File: config.mk
export PLATFORM = sky130hd
export DESIGN_NAME = uart_sram_loader
export DESIGN_NICKNAME = d
export VERILOG_FILES = /design/src/rtl/loader_pkg.sv /design/src/rtl/uart_rx.sv /design/src/rtl/uart_sram_loader.sv
export SDC_FILE = /design/constraint.sdc
export NUM_CORES = 1
export LEC_CHECK = 0
export ABC_AREA = 0
export ABC_CLOCK_PERIOD_IN_PS = 4500
export CAP_MARGIN = 20
export CORE_ASPECT_RATIO = 0.75
export CORE_UTILIZATION = 25
export CTS_CLUSTER_DIAMETER = 40
export CTS_CLUSTER_SIZE = 20
export DETAILED_ROUTE_END_ITERATION = 10
export PLACE_DENSITY_LB_ADDON = 0.2
export REMOVE_ABC_BUFFERS = 1
export SETUP_SLACK_MARGIN = 0.2
export SLEW_MARGIN = 10
export SYNTH_ARGS = -nofsm -noshare
export SYNTH_HDL_FRONTEND = slang
export SYNTH_HIERARCHICAL = 1
export SYNTH_SLANG_ARGS = --single-unit
File: constraint.sdc
create_clock -name clk -period 4.5 [get_ports clk]
set_clock_uncertainty 0.1 [all_clocks]
set_input_delay 0.9 -clock clk [delete_from_list [all_inputs] [get_ports clk]]
set_output_delay 0.9 -clock clk [all_outputs]
set_load 0.005 [all_outputs]
File: src/rtl/loader_pkg.sv
// loader_pkg: shared types and constants for the UART-to-SRAM framebuffer loader.
package loader_pkg;
  localparam int DEF_CLK_DIV = 938;
  localparam logic [7:0] SYNC_BYTE = 8'hA5;
  typedef enum logic [2:0] {P_SYNC, P_A2, P_A1, P_A0, P_L1, P_L0, P_DLO, P_DHI} pstate_e;
  typedef enum logic [1:0] {R_IDLE, R_START, R_DATA, R_STOP} rstate_e;
endpackage

File: src/rtl/uart_rx.sv
// uart_rx: 8N1 receiver with 2-flop synchroniser and centre sampling.
module uart_rx
  import loader_pkg::*;
#(
  parameter int CLK_DIV = DEF_CLK_DIV
) (
  input  logic       clk,
  input  logic       rst,
  input  logic       rxd,
  output logic       byte_valid,
  output logic [7:0] byte_data,
  output logic       stop_err
);
  localparam int CW = $clog2(CLK_DIV);
  logic s1_q, s2_q, s3_q;
  rstate_e st_q, st_d;
  logic [CW-1:0] cnt_q, cnt_d;
  logic [2:0] bit_q, bit_d;
  logic [7:0] sh_q, sh_d;
  logic vld_q, vld_d, err_q, err_d;
  logic full, half;
  assign full = cnt_q == CW'(CLK_DIV - 1);
  assign half = cnt_q == CW'(CLK_DIV / 2 - 1);
  always_comb begin
    st_d = st_q;
    cnt_d = cnt_q + 1'b1;
    bit_d = bit_q;
    sh_d = sh_q;
    vld_d = 1'b0;
    err_d = 1'b0;
    case (st_q)
      R_IDLE: begin
        cnt_d = '0;
        bit_d = '0;
        st_d = (s3_q && !s2_q) ? R_START : R_IDLE;
      end
      R_START: if (half) begin
        cnt_d = '0;
        st_d = s2_q ? R_IDLE : R_DATA;
      end
      R_DATA: if (full) begin
        cnt_d = '0;
        sh_d = {s2_q, sh_q[7:1]};
        bit_d = bit_q + 3'd1;
        st_d = (bit_q == 3'd7) ? R_STOP : R_DATA;
      end
      R_STOP: if (full) begin
        st_d = R_IDLE;
        vld_d = s2_q;
        err_d = !s2_q;
      end
      default: st_d = R_IDLE;
    endcase
  end
  // s3_q is the previous synchronised sample, used only for falling-edge detection
  always_ff @(posedge clk or posedge rst) begin
    if (rst) begin
      {s1_q, s2_q, s3_q} <= 3'b111;
      st_q <= R_IDLE;
      cnt_q <= '0;
      bit_q <= '0;
      sh_q <= '0;
      vld_q <= 1'b0;
      err_q <= 1'b0;
    end else begin
      {s1_q, s2_q, s3_q} <= {rxd, s1_q, s2_q};
      st_q <= st_d;
      cnt_q <= cnt_d;
      bit_q <= bit_d;
      sh_q <= sh_d;
      vld_q <= vld_d;
      err_q <= err_d;
    end
  end
  assign byte_valid = vld_q;
  assign byte_data = sh_q;
  assign stop_err = err_q;
endmodule

File: src/rtl/uart_sram_loader.sv
// uart_sram_loader: parses framed UART packets into 16-bit SRAM word write requests.
module uart_sram_loader
  import loader_pkg::*;
#(
  parameter int CLK_DIV = DEF_CLK_DIV,
  parameter int ADDR_W  = 18
) (
  input  logic              clk,
  input  logic              rst,
  input  logic              rxd,
  output logic              wr_req,
  input  logic              wr_ack,
  output logic [ADDR_W-1:0] wr_addr,
  output logic [15:0]       wr_data,
  output logic              busy,
  output logic              frame_err,
  output logic              overrun
);
  logic bv, se, sync_ok;
  logic [7:0] bd;
  uart_rx #(.CLK_DIV(CLK_DIV)) u_rx (
    .clk(clk), .rst(rst), .rxd(rxd),
    .byte_valid(bv), .byte_data(bd), .stop_err(se)
  );
  pstate_e ps_q, ps_d;
  logic [ADDR_W-1:0] addr_q, addr_d, wa_q, wa_d;
  logic [15:0] len_q, len_d, wd_q, wd_d;
  logic [7:0] lo_q, lo_d;
  logic req_q, req_d, busy_q, busy_d, fe_q, fe_d, ov_q, ov_d;
  always_comb begin
    ps_d = ps_q;
    addr_d = addr_q;
    len_d = len_q;
    lo_d = lo_q;
    wa_d = wa_q;
    wd_d = wd_q;
    fe_d = fe_q;
    ov_d = ov_q;
    req_d = req_q && !wr_ack;
    sync_ok = 1'b0;
    if (se) begin
      ps_d = P_SYNC;
      fe_d = 1'b1;
    end else if (bv) begin
      case (ps_q)
        P_SYNC: if (bd == SYNC_BYTE) begin
          ps_d = P_A2;
          sync_ok = 1'b1;
        end
        // address bytes shift in; bits above ADDR_W fall off the top
        P_A2, P_A1, P_A0: begin
          addr_d = ADDR_W'({addr_q, bd});
          ps_d = pstate_e'(ps_q + 3'd1);
        end
        P_L1: begin
          len_d = {len_q[7:0], bd};
          ps_d = P_L0;
        end
        P_L0: begin
          len_d = {len_q[7:0], bd};
          ps_d = ({len_q[7:0], bd} == 16'd0) ? P_SYNC : P_DLO;
        end
        P_DLO: begin
          lo_d = bd;
          ps_d = P_DHI;
        end
        P_DHI: begin
          // a same-cycle ack frees the holding register for the new word
          if (!req_d) begin
            wa_d = addr_q;
            wd_d = {bd, lo_q};
            req_d = 1'b1;
          end else ov_d = 1'b1;
          addr_d = addr_q + 1'b1;
          len_d = len_q - 16'd1;
          ps_d = (len_q == 16'd1) ? P_SYNC : P_DLO;
        end
      endcase
    end
    busy_d = sync_ok ? 1'b1 : (se || (ps_d == P_SYNC && !req_d)) ? 1'b0 : busy_q;
  end
  always_ff @(posedge clk or posedge rst) begin
    if (rst) begin
      ps_q <= P_SYNC;
      addr_q <= '0;
      len_q <= '0;
      lo_q <= '0;
      wa_q <= '0;
      wd_q <= '0;
      req_q <= 1'b0;
      busy_q <= 1'b0;
      fe_q <= 1'b0;
      ov_q <= 1'b0;
    end else begin
      ps_q <= ps_d;
      addr_q <= addr_d;
      len_q <= len_d;
      lo_q <= lo_d;
      wa_q <= wa_d;
      wd_q <= wd_d;
      req_q <= req_d;
      busy_q <= busy_d;
      fe_q <= fe_d;
      ov_q <= ov_d;
    end
  end
  assign wr_req = req_q;
  assign wr_addr = wa_q;
  assign wr_data = wd_q;
  assign busy = busy_q;
  assign frame_err = fe_q;
  assign overrun = ov_q;
endmodule

==> results of run 1 <==
metal layers:
metal / vias to the layer above / share of wire
li1: 2025 / -
met1: 2087 / 0.53
met2: 87 / 0.42
met3: 13 / 0.040
met4: 0 / 0.013
met5: - / 0
kinds of logic after synthesis:
| logic type | count (synthesis) | synth area share |
|---|---|---|
| flip-flops | 111 | 0.4913 |
| buffers and inverters | 48 | 0.03889 |
| adder cells (fa/ha/maj) | 15 | 0.03315 |
| AO/OA/AOI/OAI | 152 | 0.1748 |
| AND/OR/NAND/NOR | 144 | 0.1454 |
| multiplexers | 54 | 0.1118 |
| XOR/XNOR | 3 | 0.004642 |
power breakdown:
group	leakage, nW	switching (mW)	internal [mW]
clock network	0.146	0.414	0.391
registers	1.53	0.0459	1.02
logic	1.17	0.0645	0.0460
worst max-delay path, cell delays in order, from the launching register on:
cell	delay, ps
dfrtp_1	410
ha_1	210
ha_2	340
buf_4	600
o21ai_1	490
or3_1	440
o21ai_0	80
a21oi_1	60
flip-flops by register name (all words and copies together), names as in the netlist, 3 cells and up, named ones only:
name            cells
addr_q             18
wr_addr            18
len_q              16
wr_data            16
u_rx/cnt_q         10
lo_q                8
u_rx/byte_data      8
ps_q                3
u_rx/bit_q          3
how the worst max path moves through the flow:
stage / to / slack (ps) / cells past startpoint
2_1_floorplan: addr_q[0] / -20 / 6
3_3_place_gp: wr_addr[6] / 1520 / 4
3_5_place_dp: wr_addr[8] / 1490 / 4
4_1_cts: len_q[15] / 1610 / 7
5_1_grt: len_q[15] / 1370 / 7
6_report: len_q[15] / 1630 / 7
per-stage QoR:
| step | cells | cell area (um2) | total power, mW |
|---|---|---|---|
| floorplan | 497 | 5509 | 1.154 |
| global placement | 837 | 6340 | 1.194 |
| detailed placement | 838 | 6367 | 1.200 |
| CTS | 854 | 6654 | 2.014 |
| global route | 854 | 6654 | 2.077 |
| finish | 854 | 6654 | 1.983 |
layout make-up:
cell class	count	area (um2)	share of cell area
inverters	18	68.82	0.01034
clock inverters	7	61.31	0.009214
multi-input cells	368	2674	0.4018
flip-flops and latches	111	2781	0.4180
well taps	294	367.9	0.05528
clock buffers	9	225.2	0.03385
repair buffers	47	475.5	0.07146
Yosys cell counts (5+ instances only):
cell type	number	area [um2]
or3_1	7	43.79
buf_4	5	37.54
nand2_1	36	135.1
o21ai_0	31	155.2
nor2b_1	5	31.28
nor2_1	24	90.09
o22a_1	7	61.31
a41oi_1	5	43.79
mux2_2	42	473.0
inv_1	17	63.81
ha_1	15	187.7
dfrtp_1	108	2703
and3_1	7	43.79
nand3_1	17	85.08
clkbuf_1	15	56.30
a31oi_1	7	43.79
a22oi_1	5	37.54
nor4_1	7	43.79
nand4_1	7	43.79
a21oi_1	48	240.2
o22ai_1	6	37.54
o32ai_1	6	52.55
mux2_4	8	120.1
==> results.txt, run 1 <==
* Post-CTS setup buffer count: 0
- Reg-to-reg slack, setup: about 1600 ps
- Final worst-path setup slack: 1633 ps
* Post-synthesis cell type count: around 70
- Pin count of the biggest net entering global routing: 75
- Area of the mapped netlist: roughly 5700 um2
* Met1 track demand over resource: 0.1925
- The tree is rooted in a clkbuf_16.
* Clk sinks: about 110
- The layer flagged by global routing as most heavily used is met1.
* IO Pins: 42
- Fraction of the cycle the final worst path needs: 0.6371
- Data on the critical path is required at its endpoint by 4640 ps.
- Number of antenna violations at the first check in global routing: 0
- Counting instances, the worst hold path has a depth of 0.
- The max-slew violation total from the final report is 0.
* Time the worst path needs with I/O delays and setup: 2867 ps
- The initial utilization of the core area, before any placement, comes to 0.2561.
- Quantity of I/O buffers inserted on ports: between 40 and 50
- Final hold violations: 0
* Via count of the first global-routing pass: 4016
* Top_reg_cell synth: dfrtp_1
- Post-DP HPWL: approximately 9.4 mm
- Number of enable flip-flop cells after synthesis: 0
- Antenna Violating Nets Remaining: 0
* DP Worst Slack: 1495 ps
* FF-to-FF End: len_q[15]
- TritonCTS created 9 clock buffers.
* Routing usage on met3: 0.03114
- Tightest Pin Transition: ~1100 ps
- TritonCTS built the clock tree.
- After routing, the total negative slack on setup checks comes to 0 ps.
- Number of optimization iterations in the first detailed-route pass: 4
- Total of flip-flops plus latches after synthesis: between 100 and 150
- Maximum vdd drop: approximately 0.19 mV
* Maximum fanout encountered on the critical timing path: 74
* R2R depth: 7
- The flow ran to the end, and the final reports show no timing, DRC or antenna violations.
- Post-Route Utilization: 0.3009
- Setup repair after global routing left no endpoint under its margin.
* Core box area: 22110 um2
- Worst hold path startpoint: u_rx/s1_q
* Critical Path Source Type: register
- Data arrives at the worst endpoint at around 3000 ps.
- Average size of a mapped cell: around 11 um2
* Ratio of routed vias to standard cells: about 5
* Number of core rows: 47
- Clk buf depth: 2
- Final-layout fill cell count: around 2300
* Worst min-delay path category: register to register
* Hold_ws: 262.8 ps
- Hold Path Sink: u_rx/s2_q
* Static leakage: approximately 2.8 nW
* Crit end category: register
- The H-tree generated during clock tree synthesis spans 3 levels.
- Routability-driven placement finished with a final weighted congestion of ~0.79.
- 0 antenna diodes ended up in the layout.
* Vertical die dimension: approximately 130 um
* Number of max-cap violations: 0
- Worst-path clk slew: about 80 ps
- By startpoint and endpoint, the worst setup path is classified as register to register.
- After clock tree synthesis, the repair step resized 0 gates.
* Clk_lat worst skew: roughly 360 ps
- Post-Synthesis Cells: 527
* DRC violation total after the first TritonRoute iteration: about 320
* Syn. warnings: 6
- Fmax: ~350 MHz
* Share of synthesized flip-flops with an asynchronous set or reset: 1.000
* Global route overflow: 0
- Aggregate routed wire length: 13.84 mm
- Power spread over the standard cell area amounts to 298.0 nW/um2.
- Global-route wire length before repair: around 23 mm
- In the routed design, unresolved DRC markers number 0.
- Number of nets in the final layout: 574
- Headroom to the max-slew limit came out at 0.2891.
* Full die area: approximately 23000 um2
- The die is between 150 and 200 um wide.
- The startpoint identified for the worst register-to-register timing path is ps_q[0].
- Dividing the detail-routed wire length by the instance count gives 16.21 um.
* Most used cells in the layout excluding fill and tap cells: 108 x dfrtp_1, 48 x a21oi_1, 42 x mux2_2
- The detailed router placed ~4200 vias in this run.
- In the final layout, the share of cells above drive strength 1 is 0.1714.
* Register area share after synthesis: 0.4913
- Most common cell after layout, fill and taps aside: dfrtp_1
- Met2 usage in global routing: 0.1700
- Startpoint of the worst setup timing path: ps_q[0]
- Layout-stage area growth over the synthesis result: 17.52%
- Final setup fails: 0
- Number of buffers inserted for hold repair after clock tree synthesis: 0
- GR Util All Layers: 0.1253
Note: power is estimated with default switching activity, not from simulation.
==> run 2, diff against run 1 <==
ABC_CLOCK_PERIOD_IN_PS = 2700   (was 4500)
clock period = 2.7 ns   (was 4.5 ns; I/O delays follow)
==> run 2 against run 1 <==
Net effect: die area unchanged; first-iteration DRC count up 18%; hold slack worse by 4.2 ps; power up 71%; flip-flop and latch count unchanged; setup slack worse by 1300 ps; sequential power up 66%; largest cell class unchanged.
==> results.txt, run 2 (synthesis results as in run 1) <==
- Clock buffer count from CTS: 9 (unchanged)
- Horizontal extent of the die: 175.8 um (unchanged)
- The global placer's final weighted congestion is 0.7923 (+0.27%).
- The minimum setup slack after placement is 78.18 ps (-1416 ps).
- Number of instances on the worst hold path: 0 (unchanged)
* Fraction of the cycle the final worst path needs: 0.8719 (+0.2348)
* Crit end category: register
- Required time worst endpoint: 2850 ps (-1790 ps)
- The number of max-capacitance violations reported came to 0 (unchanged).
- Worst hold path startpoint: u_rx/s1_q
* Number of buffers inserted for hold repair after clock tree synthesis: 0 (unchanged)
- The worst setup path is of the register to register kind.
* Via total after detailed routing: 4302 (+2.1%)
- Aggregate routed wire length: 14.29 mm (+3.3%)
- Static leakage: 2.910 nW (+2.4%)
- Unrepaired setup endpoints after global routing: false
- Most used cells in the layout excluding fill and tap cells: 108 x dfrtp_1, 48 x a21oi_1, 42 x mux2_2
- Worst-path clk slew: 80 ps (about the same)
- The number of sinks on the clock net came to 111 (unchanged).
* Vertical die dimension: 132.3 um (unchanged)
- Worst min-delay path category: register to register
- Arrival @ worst endpoint: 2500 ps (-500 ps)
- Post-CTS setup buffer count: 0 (unchanged)
* Number of core rows: 47 (unchanged)
* Number of nets in the final layout: 587 (+2.3%)
- The actual slew at the worst max-slew pin is 885.5 ps (-178.3 ps).
- Number of optimization iterations in the first detailed-route pass: 4 (unchanged)
- FF-to-FF End: wr_addr[15]
- Post-DP HPWL: 9.554 mm (+1.3%)
- The startpoint identified for the worst register-to-register timing path is ps_q[1].
* Hold Path Sink: u_rx/s2_q
- The count of final setup violators is 0 (unchanged).
* Initial Utilization: 0.2561 (unchanged)
* Ratio of routed vias to standard cells: 4.962 (+0.61%)
* Max-slew violation count: 0 (unchanged)
* R2R depth: 5 (-2)
- The routed length per instance is 16.49 um (+1.7%).
- Clk_lat worst skew: 360 ps (about the same)
- Via count of the first global-routing pass: 4224 (+5.2%)
* Drc violations: 0 (unchanged)
- Power Dens Cells: 501.1 nW/um2 (+68%)
- Pin count of the biggest net entering global routing: 59 (-21%)
- The relative slew slack is 0.4085 (+0.1193).
- The sum of negative setup slack was 0 ps (unchanged).
- The maximum net fanout on the critical path came to 17 (-77%).
- Global-route wire length before repair: 23.65 mm (+3.9%)
- IO Pins: 42 (unchanged)
- The global-route congestion overflow total is 0 (unchanged).
* Reg-to-reg slack, setup: 350 ps (-1290 ps)
* Critical Path Source Type: register
* Number of antenna violations at the first check in global routing: 0 (unchanged)
- The time the final worst path needs with I/O delays and setup came to 2354 ps (-512.8 ps).
- The run finished with clean final reports.
- Max H-tree Level: 3 (unchanged)
* Antenna Violating Nets Remaining: 0 (unchanged)
- Quantity of I/O buffers inserted on ports: 41 (unchanged)
- Core box area: 22110 um2 (unchanged)
- The overall global routing resource usage is 0.1296 (+0.004282).
* Fmax: 424.8 MHz (+22%)
- The buffer levels on the longest clock path was 2 (unchanged).
- The count of endpoints failing hold in the final timing report was 0 (unchanged).
* Maximum vdd drop: 0.3416 mV (+83%)
- DRC violation total after the first TritonRoute iteration: 375 (+18%)
- The total die area is 23260 um2 (unchanged).
- Final worst-path setup slack: 345.9 ps (-1287 ps)
* Layout-stage area growth over the synthesis result: 19.58%
* Diodes inserted: 0 (unchanged)
- TritonCTS clock tree: yes
* Fraction of final layout cells with drive strength greater than 1: 0.1867 (+0.01531)
- Cell chosen for the clock root: clkbuf_16
- The worst hold slack after final layout was 258.6 ps (-4.235 ps).
- Leaving out fill and tap cells, the most frequent cell in the layout is dfrtp_1.
run 2: where the power goes:
part / switching, mW / internal (mW) / total [mW]
clock: 0.687 / 0.747 / 1.43
combinational: 0.106 / 0.0748 / 0.180
sequential: 0.0759 / 1.70 / 1.78
total: 0.869 / 2.52 / 3.39
run 2: final cells by class:
| cell class | count | area [um2] |
|---|---|---|
| Inverter | 18 | 68.82 |
| Clock buffer | 10 | 229.0 |
| Fill cell | 2290 | 15340 |
| Clock inverter | 6 | 83.83 |
| Sequential cell | 111 | 2781 |
| Tap cell | 294 | 367.9 |
| Timing Repair Buffer | 59 | 558.0 |
| Multi-Input combinational cell | 369 | 2681 |
run 2: routing by layer:
layer / vias up / wire length (um) / track usage
met5: - / 0 / 0
met1: 2137 / 7685 / 0.1971
met3: 12 / 570 / 0.02941
met4: 0 / 178 / 0.03623
met2: 89 / 5859 / 0.1803
li1: 2064 / - / -
run 2: worst max-delay path, stage by stage (launching register included):
cell,delay [ps]
dfrtp_1,420
ha_1,200
ha_2,290
nand2_1,260
nor2_4,570
mux2_2,400
run 2: worst max-delay path by stage:
stage,start,endpoint,cells after the start
floorplan,ps_q[0],addr_q[0],6
global placement,wr_ack,wr_addr[5],4
detailed placement,wr_ack,wr_addr[2],4
CTS,ps_q[1],wr_addr[12],5
global route,u_rx/byte_data[4],busy,5
finish,ps_q[1],wr_addr[15],5
run 2: per-stage QoR:
stage | instance area, um2 | power, mW | cells | util
6_report | 6770 | 3.393 | 867 | 0.3062
4_1_cts | 6770 | 3.440 | 867 | 0.3062
3_5_place_dp | 6446 | 1.992 | 850 | 0.2915
2_1_floorplan | 5509 | 1.923 | 497 | -
5_1_grt | 6770 | 3.550 | 867 | 0.3062
3_3_place_gp | 6446 | 1.992 | 850 | 0.2915
run 2: what timing repair did:
item	4_1_cts	5_1_grt
endpoints found under the hold margin	0	0
resized for setup	1	0
setup endpoints to repair	27	0
==> run 3, diff against run 2 <==
CAP_MARGIN = 15   (was 20)
CORE_UTILIZATION = 59   (was 25)
RECOVER_POWER = 25   (was unset)
==> run 3 against run 2 <==
Net effect: final area decreased by 3.3%; cell count decreased by 19%; clock-buffer cell count increased by 1; sequential power about the same; die area decreased by 57%; clock power about the same; non-clock buffer count decreased by 2; via count increased by 2.3%; setup slack improved by 44 ps; global-route usage increased by 14 points; first-iteration DRC count decreased by 25%; critical path depth increased by 2; critical path type unchanged; highest routed layer unchanged.
==> results.txt, run 3 (synthesis results as in run 1) <==
* Status: finished, final reports clean
- The met2 capacity usage during global routing was 0.3916 (+0.2113).
- Met1 track demand over resource: 0.4040 (+0.2069)
- Antenna Violating Nets Remaining: 0 (unchanged)
- Vertical die dimension: 86.84 um (-34%)
- The source-to-sink clock delay at the later pin of the worst-skew pair was 350 ps (about the same).
* Worst min-delay path category: register to register
- Via count of the first global-routing pass: 4103 (-2.9%)
- Final worst-path setup slack: 389.6 ps (+43.62 ps)
- STA classifies the critical path startpoint as a register.
* Number of nets in the final layout: 584 (-0.51%)
- The core region area was 9196 um2 (-58%).
* Time the worst path needs with I/O delays and setup: 2310 ps (-43.62 ps)
* Initial Utilization: 0.6156 (+0.3596)
* Max H-tree Level: 3 (unchanged)
- Pin count of the biggest net entering global routing: 43 (-27%)
- Power Dens Cells: 514.7 nW/um2 (+2.7%)
- Most used cells in the layout excluding fill and tap cells: 108 x dfrtp_1, 48 x a21oi_1, 42 x mux2_2
- Sequential cell area: 2781 um2 (unchanged)
- The utilization of the core after routing was 0.7122 (+0.4061).
- Avg WL per Cell: 17.79 um (+7.9%)
- Setup Total Neg Slack: 0 ps (unchanged)
* Full die area: 9996 um2 (-57%)
* Maximum fanout encountered on the critical timing path: 10 (-7)
- Startpoint of the worst setup timing path: ps_q[0]
* Max-slew violation count: 0 (unchanged)
- The total CTS buffers came to 9 (unchanged).
* Fraction of final layout cells with drive strength greater than 1: 0.1789 (-0.007789)
- The post-placement cell area was 6231 um2 (-3.3%).
- Worst-path clk slew: 70 ps (about the same)
* DRC violation total after the first TritonRoute iteration: 281 (-25%)
- The count of final setup violators came to 0 (unchanged).
- Global route overflow: 0 (unchanged)
- The number of buffers inserted by port buffering was 41 (unchanged).
- Layout-stage area growth over the synthesis result: 15.69%
* Most common cell after layout, fill and taps aside: dfrtp_1
- The maximum vdd ir drop is 0.3693 mV (+8.1%).
* Fraction of the cycle the final worst path needs: 0.8557 (-0.01615)
* Ratio of routed vias to standard cells: 6.308 (+27%)
- The root buffer cell chosen for the clock tree is clkbuf_16.
- The met3 capacity usage during global routing was 0.05594 (+0.02653).
- Crit end category: register
- The register-to-register setup slack was 390 ps (+40 ps).
* Number of instances resized during post-cts repair: 0 (-1)
- R2R depth: 7 (+2)
* Tightest Pin Transition: 1468 ps (+582.4 ps)
- The count of hold buffers inserted by post-cts repair was 0 (unchanged).
* Clk buf depth: 2 (unchanged)
* Number of core rows: 30 (-36%)
- The worst setup path is of the register to register kind.
- FF-to-FF End: busy
- The first-pass GRT wire length came to 20.91 mm (-12%).
- The worst register-to-register path begins at ps_q[0].
- Weighted congestion reported at the end of routability-driven placement: 0.9151 (+15%)
* Worst setup endpoint: busy
* GR Util All Layers: 0.2693 (+0.1397)
* Diodes inserted: 0 (unchanged)
- The leakage power total is 2.892 nW (-0.62%).
- Number of instances on the worst hold path: 0 (unchanged)
- The number of max-capacitance violations reported is 0 (unchanged).
* Fmax: 432.8 MHz (+1.9%)
- Post-CTS setup buffer count: 0 (unchanged)
* Number of antenna violations at the first check in global routing: 0 (unchanged)
* Horizontal extent of the die: 115.1 um (-35%)
- The number of sinks on the clock net came to 111 (unchanged).
* Aggregate routed wire length: 12.42 mm (-13%)
- The final non-filler cell area is 6550 um2 (-3.3%).
* Final hold violations: 0 (unchanged)
- TritonCTS built the clock tree.
- The first-pass iteration count of the detailed router came to 6 (+2).
- The relative slew slack is 0.02140 (-0.3871).
* Footprint of the multi-input gates: 2665 um2 (-0.61%)
- The number of placed I/O pins is 42 (unchanged).
* Required time worst endpoint: 2820 ps (-30 ps)
- The arrival time at the worst endpoint was 2430 ps (-70 ps).
* Most Crowded Layer GR: met1
- Setup repair after global routing left no endpoint under its margin.
- DP Worst Slack: 458.8 ps (+380.6 ps)
- Drc violations: 0 (unchanged)
- Via total after detailed routing: 4403 (+2.3%)
* Final-layout fill cell count: 646 (-72%)
* Post-DP HPWL: 8.328 mm (-13%)
-- run 3: changes by cell type in the layout (fill, tap and decap cells not counted), sizes merged --
cell,delta
dlygate4sd3,+2
buf,-4
clkinvlp,+2
inv,-2
nor2,-1
clkdlybuf4s50,-2
clkinv,-1
clkbuf,+3
-- run 3: per-stage QoR --
stage	total power [mW]	instances	hold slack, ps
floorplan	1.923	497	245.2
global placement	1.978	682	247.3
detailed placement	1.989	682	255.8
CTS	3.394	698	266.1
global route	3.496	698	273.0
finish	3.371	698	269.5
-- run 3: critical path, stage by stage, from the launching register on --
cell,delay (ps)
dfrtp_1,430
ha_1,240
ha_2,250
nor4_1,510
o211ai_1,200
a21oi_1,220
o31a_1,150
a31oi_1,80
-- run 3: per-layer routing --
| layer | vias up | routed length [um] |
|---|---|---|
| met3 | 22 | 784 |
| met2 | 168 | 5606 |
| met5 | - | 0 |
| li1 | 2066 | - |
| met4 | 0 | 199 |
| met1 | 2147 | 5826 |
-- run 3: final cells by class --
cell class              count  share of cell area
clock buffers              11             0.03859
clock inverters             5             0.01127
inverters                  18             0.01051
multi-input cells         368              0.4069
flip-flops and latches    111              0.4246
well taps                 128             0.02445
repair buffers             57             0.08367
-- run 3: worst min-delay path by stage --
stage | start | endpoint | slack, ps
floorplan | u_rx/s1_q | u_rx/s2_q | 250
global placement | u_rx/s1_q | u_rx/s2_q | 250
detailed placement | u_rx/s1_q | u_rx/s2_q | 260
CTS | u_rx/s1_q | u_rx/s2_q | 270
global route | u_rx/s1_q | u_rx/s2_q | 270
finish | u_rx/s1_q | u_rx/s2_q | 270
-- run 3: where the power goes --
group / total [mW] / switching, mW / internal, mW
sequential: 1.78 / 0.0767 / 1.70
combinational: 0.178 / 0.105 / 0.0734
clock: 1.41 / 0.626 / 0.789
